**src/rtl/register_file_32x32_if.sv**
```systemverilog
// Register-file port bundle: one write port, two operand read ports, one debug read port.
interface register_file_32x32_if #(
  parameter int WIDTH = 32
);
  logic             WE;
  logic [31:0]      WSEL;
  logic [WIDTH-1:0] WD;
  logic [4:0]       A1;
  logic [4:0]       A2;
  logic [4:0]       ADBG;
  logic [WIDTH-1:0] RD1;
  logic [WIDTH-1:0] RD2;
  logic [WIDTH-1:0] RDDBG;
  logic             SEL_ERR;
  logic [15:0]      WR_CNT;

  modport master (
    output WE, WSEL, WD, A1, A2, ADBG,
    input  RD1, RD2, RDDBG, SEL_ERR, WR_CNT
  );

  modport slave (
    input  WE, WSEL, WD, A1, A2, ADBG,
    output RD1, RD2, RDDBG, SEL_ERR, WR_CNT
  );
endinterface

```
**src/rtl/register_file_32x32.sv**
```systemverilog
// 31 x WIDTH register file (x0 hardwired to zero), one-hot write select, optional
// write-to-read forwarding on the operand ports, sticky select-error flag, saturating write count.
module register_file_32x32 #(
  parameter int WIDTH  = 32,
  parameter bit BYPASS = 1'b1
) (
  input logic                  CLK,
  input logic                  RESET,
  register_file_32x32_if.slave bus
);
  localparam int NUM_REGS = 32;

  logic [WIDTH-1:0] mem [1:NUM_REGS-1];
  logic [4:0]       widx;
  logic             onehot;
  logic             commit;
  logic             sel_err;
  logic [15:0]      wr_cnt;

  // OR-encode the select; only meaningful when it is one-hot.
  always_comb begin
    widx = '0;
    for (int i = 0; i < NUM_REGS; i++)
      if (bus.WSEL[i]) widx = widx | 5'(i);
  end

  assign onehot = (bus.WSEL != '0) && ((bus.WSEL & (bus.WSEL - 32'd1)) == '0);
  // A legal write to x0 is accepted but never commits.
  assign commit = !RESET && bus.WE && onehot && (widx != '0);

  always_ff @(posedge CLK) begin
    if (RESET) begin
      for (int i = 1; i < NUM_REGS; i++) mem[i] <= '0;
      sel_err <= 1'b0;
      wr_cnt  <= '0;
    end else begin
      for (int i = 1; i < NUM_REGS; i++)
        if (commit && widx == 5'(i)) mem[i] <= bus.WD;
      if (bus.WE && !onehot) sel_err <= 1'b1;
      if (commit && wr_cnt != 16'hFFFF) wr_cnt <= wr_cnt + 16'd1;
    end
  end

  function automatic logic [WIDTH-1:0] rd_mem(input logic [4:0] a);
    logic [WIDTH-1:0] v;
    v = '0;
    for (int i = 1; i < NUM_REGS; i++)
      if (a == 5'(i)) v = mem[i];
    return v;
  endfunction

  logic fwd1, fwd2;
  // commit already excludes reset and x0, so forwarding inherits both exclusions.
  assign fwd1 = BYPASS && commit && (widx == bus.A1);
  assign fwd2 = BYPASS && commit && (widx == bus.A2);

  assign bus.RD1     = fwd1 ? bus.WD : rd_mem(bus.A1);
  assign bus.RD2     = fwd2 ? bus.WD : rd_mem(bus.A2);
  assign bus.RDDBG   = rd_mem(bus.ADBG);
  assign bus.SEL_ERR = sel_err;
  assign bus.WR_CNT  = wr_cnt;
endmodule

```
**src/flat_wrapper.sv**
```systemverilog
// flat-port wrapper written by rule: the top's interface ports become plain ports
module register_file_32x32_flat 
#(
  parameter int WIDTH  = 32,
  parameter bit BYPASS = 1'b1
)
  (CLK, RESET, bus_WE, bus_WSEL, bus_WD, bus_A1, bus_A2, bus_ADBG, bus_RD1, bus_RD2, bus_RDDBG, bus_SEL_ERR, bus_WR_CNT);
  register_file_32x32_if #(.WIDTH(WIDTH)) bus_i ();
  input logic CLK;
  input logic RESET;
  input wire logic [$bits(bus_i.WE)-1:0] bus_WE;
  input wire logic [$bits(bus_i.WSEL)-1:0] bus_WSEL;
  input wire logic [$bits(bus_i.WD)-1:0] bus_WD;
  input wire logic [$bits(bus_i.A1)-1:0] bus_A1;
  input wire logic [$bits(bus_i.A2)-1:0] bus_A2;
  input wire logic [$bits(bus_i.ADBG)-1:0] bus_ADBG;
  output wire logic [$bits(bus_i.RD1)-1:0] bus_RD1;
  output wire logic [$bits(bus_i.RD2)-1:0] bus_RD2;
  output wire logic [$bits(bus_i.RDDBG)-1:0] bus_RDDBG;
  output wire logic [$bits(bus_i.SEL_ERR)-1:0] bus_SEL_ERR;
  output wire logic [$bits(bus_i.WR_CNT)-1:0] bus_WR_CNT;
  assign bus_i.WE = bus_WE;
  assign bus_i.WSEL = bus_WSEL;
  assign bus_i.WD = bus_WD;
  assign bus_i.A1 = bus_A1;
  assign bus_i.A2 = bus_A2;
  assign bus_i.ADBG = bus_ADBG;
  assign bus_RD1 = bus_i.RD1;
  assign bus_RD2 = bus_i.RD2;
  assign bus_RDDBG = bus_i.RDDBG;
  assign bus_SEL_ERR = bus_i.SEL_ERR;
  assign bus_WR_CNT = bus_i.WR_CNT;
  register_file_32x32 #(.WIDTH(WIDTH), .BYPASS(BYPASS)) u_core (.CLK(CLK), .RESET(RESET), .bus(bus_i));
endmodule
```
**config.mk**
```make
export PLATFORM = sky130hd
export DESIGN_NAME = register_file_32x32_flat
export DESIGN_NICKNAME = d
export VERILOG_FILES = /design/src/rtl/register_file_32x32_if.sv /design/src/rtl/register_file_32x32.sv /design/src/flat_wrapper.sv
export SDC_FILE = /design/constraint.sdc
export NUM_CORES = 2
export LEC_CHECK = 0
export ABC_AREA = 1
export BUFFER_PORTS_ARGS = -buffer_cell sky130_fd_sc_hd__buf_2
export CORE_ASPECT_RATIO = 2
export CORE_MARGIN = 2
export CORE_UTILIZATION = 50
export DETAILED_ROUTE_END_ITERATION = 6
export GPL_ROUTABILITY_DRIVEN = 0
export PLACE_DENSITY = 0.69
export SYNTH_ARGS = -nofsm -noshare
export SYNTH_HDL_FRONTEND = slang
export SYNTH_SLANG_ARGS = --single-unit
```
**constraint.sdc**
```tcl
create_clock -name CLK -period 3.18 [get_ports CLK]
set_input_delay 0.159 -clock CLK [delete_from_list [all_inputs] [get_ports CLK]]
set_output_delay 0.159 -clock CLK [all_outputs]
set_load 0.005 [all_outputs]
```
==> flow_summary.ini <==
[power]
p_per_area_nw_per_um2 = 429
power_leakage_nw = 30.2
switching_share = 0.269
vdd_drop_max_uv = 432
pwr-share-clk = 0.358
power.total_w = 0.0307
p_int_w = 0.0224
p_switching_w = 0.00827
pwr-share-comb = 0.129
seqPwrFrac = 0.512

[sta]
slew_viol_final = 0
fin_ws_ns = -0.543
hold_viol_final = 0
rsz0062_at_grt = true
period_share = 1.17
worst_pin_slew_ns = 1.26
fin_skew_ns = 0.000968
fmax_mhz = 269
setup_viol = 96
relSlewSlack = 0.158
min_period_ns = 3.72

[worst_setup_path]
rrSetupSlack_ns = 0.71
critPathLaunch = u_core.mem[0][39]$_SDFFCE_PN0P_
rr_startpoint = u_core.bus.WR_CNT[0]$_SDFFE_PP0P_
reg2reg_to = u_core.bus.WR_CNT[4]$_SDFFE_PP0P_
worst_setup_path_end_kind = output pin
slowest_stage = edfxtp_1
path_cells = nand4_1 -> nand2_1 -> nor2_2 -> nand4_1 -> nor2_1 -> nand4_1 -> nor2_1 -> nand4_1 -> nor2_1 -> nand4_1 -> nor2_1 -> nand4_1 -> nor2_1 -> nand4_1 -> nor2_1 -> buf_4 -> nand4_1 -> nand2_1 -> nand2_1 -> buf_2
crit_path_frequent_cell = nand4_1
critPathKind = flip-flop to output pin
path_max_fanout = 2
crit_path_start_kind = flip-flop
crit_required_ns = 3.02
critPathMaxStageDelay_ns = 0.40
critical_path_arrival_ns = 3.56
rr_worst_depth = 11

[synthesis]
yosysWarnings = 0
synth_async_sr_flop_share = 0
yosysSeqAreaShare = 0.493
synthFlopType = edfxtp_1
yosys.area.top_type = edfxtp_1
yosys.cell_types.count = 41
yosysMostFrequentCell = nand2_1
netlist_instances = 8529
synth_top_area_frac = 0.488
avgSynthCellArea_um2 = 7.16
synth-edff-count = 992
synth_common_cells = nand2_1 (2,718), nor2_1 (2,234), edfxtp_1 (992)
syn-num-nets = 8612
ys_ff_latch = 1009
synth_top_cells_by_area = edfxtp_1 (49%), nand2_1 (17%), nor2_1 (14%)
synth_area_um2 = 61100

[layout]
syn2layout_area_growth_pct = 17.2
nNetsFinal = 8949
fin_cells = 10500
layout-drive-gt1-share = 0.140

[detailed_routing]
drc = 0
drt_iter0_drc = 6118
finalWirelength_um = 232000
dr.pass1.iters = 7
wl_per_cell_um = 22.1
final_antenna_net_count = 0
vias_per_cell = 5.79
vias = 60800

[hold_path]
worstHoldStart = bus_WD[15]
min_to = u_core.mem[1][431]$_SDFFCE_PN0P_
hold_path_class = primary input to flip-flop
holdPathStages = 4

[clock_network]
tritoncts = done
clkSinkCount = 1009
cts_max_level = 3
cts_buffers = 88
clkSlewWorstSetupHoldPaths_ns = 0.07
cts_buffer_depth = 3
cts-root-buf = clkbuf_16
clk-insertion-delay-late_ns = 0.71

[placement]
hpwlAfterDp_um = 180000
io_buffers = 194
place_inst = 10300

[global_routing]
grt_usage = 0.359
grt_pass1_wl_um = 341000
grt-ovfl-total = 0
grt_start_max_net_pins = 39
antenna_found_initial = 2
grt_pass1_vias = 60000

[floorplanning]
dieArea_um2 = 125000
die_x_um = 251
core-area_um2 = 121000
rows = 181
start_util = 0.503
fp.dieH_um = 498
boundaryPins = 195

[run]
cap_violations = 0

[run_status]
status = complete, but fails checks
violations = negative setup slack
power by group through the flow:
stage / Sequential (W) / Clock (W) / Combinational, W
after floorplan: 0.0158 / 0 / 0.00201
after detailed placement: 0.0160 / 0 / 0.00376
final: 0.0157 / 0.0110 / 0.00397
after CTS: 0.0157 / 0.0110 / 0.00383
after global placement: 0.0159 / 0 / 0.00371
after global routing: 0.0158 / 0.0115 / 0.00427
state kept, by name (all words and copies together), names as in the netlist:
signal              cells
u_core.mem            992
u_core.bus.WR_CNT      16
u_core.bus.SEL_ERR      1
layout make-up:
cell class,instances,area [um^2]
fill,10800,49800
sequential,1009,30100
multi-input combinational,6177,26900
timing repair buffer,750,6640
inverter,840,3170
clock buffer,107,2320
tap,1555,1950
clock inverter,52,492
antenna,2,5.00
per-stage QoR:
stage | instance area [um^2] | setup WS (ns) | TNS (ns) | hold WS, ns | utilization
floorplan | 61100 | 0.0190 | 0 | 0.316 | -
global placement | 67500 | -0.178 | -154.63 | 0.449 | 0.556
detailed placement | 67500 | -0.179 | -187.04 | 0.454 | 0.556
CTS | 70900 | -0.440 | -14.82 | 0.0575 | 0.584
global route | 71600 | -0.698 | -38.30 | 0.110 | 0.590
finish | 71600 | -0.543 | -18.89 | 0.0800 | 0.590
how the worst max path moves through the flow:
stage | endpoint | slack (ns) | depth (start not counted)
global route | bus_RD2[7] | -0.70 | 20
global placement | bus_RD1[5] | -0.18 | 22
detailed placement | u_core.mem[0][101]$_SDFFCE_PN0P_ | -0.18 | 22
CTS | bus_RD2[7] | -0.44 | 20
floorplan | u_core.mem[0][32]$_SDFFCE_PN0P_ | 0.02 | 17
finish | bus_RD2[7] | -0.54 | 20
repair_timing:
action,in CTS,in global routing
hold buffers,2,0
endpoints found under the setup margin,96,96
setup buffers,6,15
gates resized for setup,175,119
endpoints found under the hold margin,14,0
gates cloned,2,7
pin swaps,63,80
layout by cell type (no fill, tap or decap), types with 7 or more instances in the layout:
cell       count
nand2_1     2645
nor2_1      2102
edfxtp_1     992
inv_1        798
nand4_1      664
buf_4        436
buf_2        193
a21oi_1      132
nor2_2       127
nand3_1      112
buf_12       105
o21ai_0       95
clkbuf_16     95
nand2_2       67
nor3_2        58
inv_2         34
nand3_2       30
or2_2         28
clkinv_1      24
o21ai_1       23
nor3_1        19
clkinv_2      18
clkbuf_1      17
dfxtp_1       17
xor2_1        14
nor2_4        11
nor4_1         9
bufinv_16      9
nand2_4        7
cell families (layout without fill, tap and decap cells):
group,Yosys count,after routing,share of synthesized area
other,0,2,0
and+or+nand+nor,5894,5894,0.397
buffers and inverters,1343,1749,0.0841
DFF,1009,1009,0.493
adders and majority gates,1,1,0.000205
AOI/OAI and AO/OA,266,266,0.0226
xor gates and xnor gates,16,16,0.00230
layer usage:
layer  up-vias  global-route usage  part of all wire
met3      1384              0.0452             0.063
met4         2               0.344              0.11
met2      3619               0.660              0.52
met1     27800               0.337              0.31
li1      27900                   -                 -
met5         -                   0          0.000056
worst max-delay path, delay by kind of cell, from the launching register on:
family,cells,cell delay [ns]
DFF,1,0.40
buffers and inverters,2,0.26
and+or+nand+nor,18,2.20
Note: power is estimated with default switching activity, not from simulation.
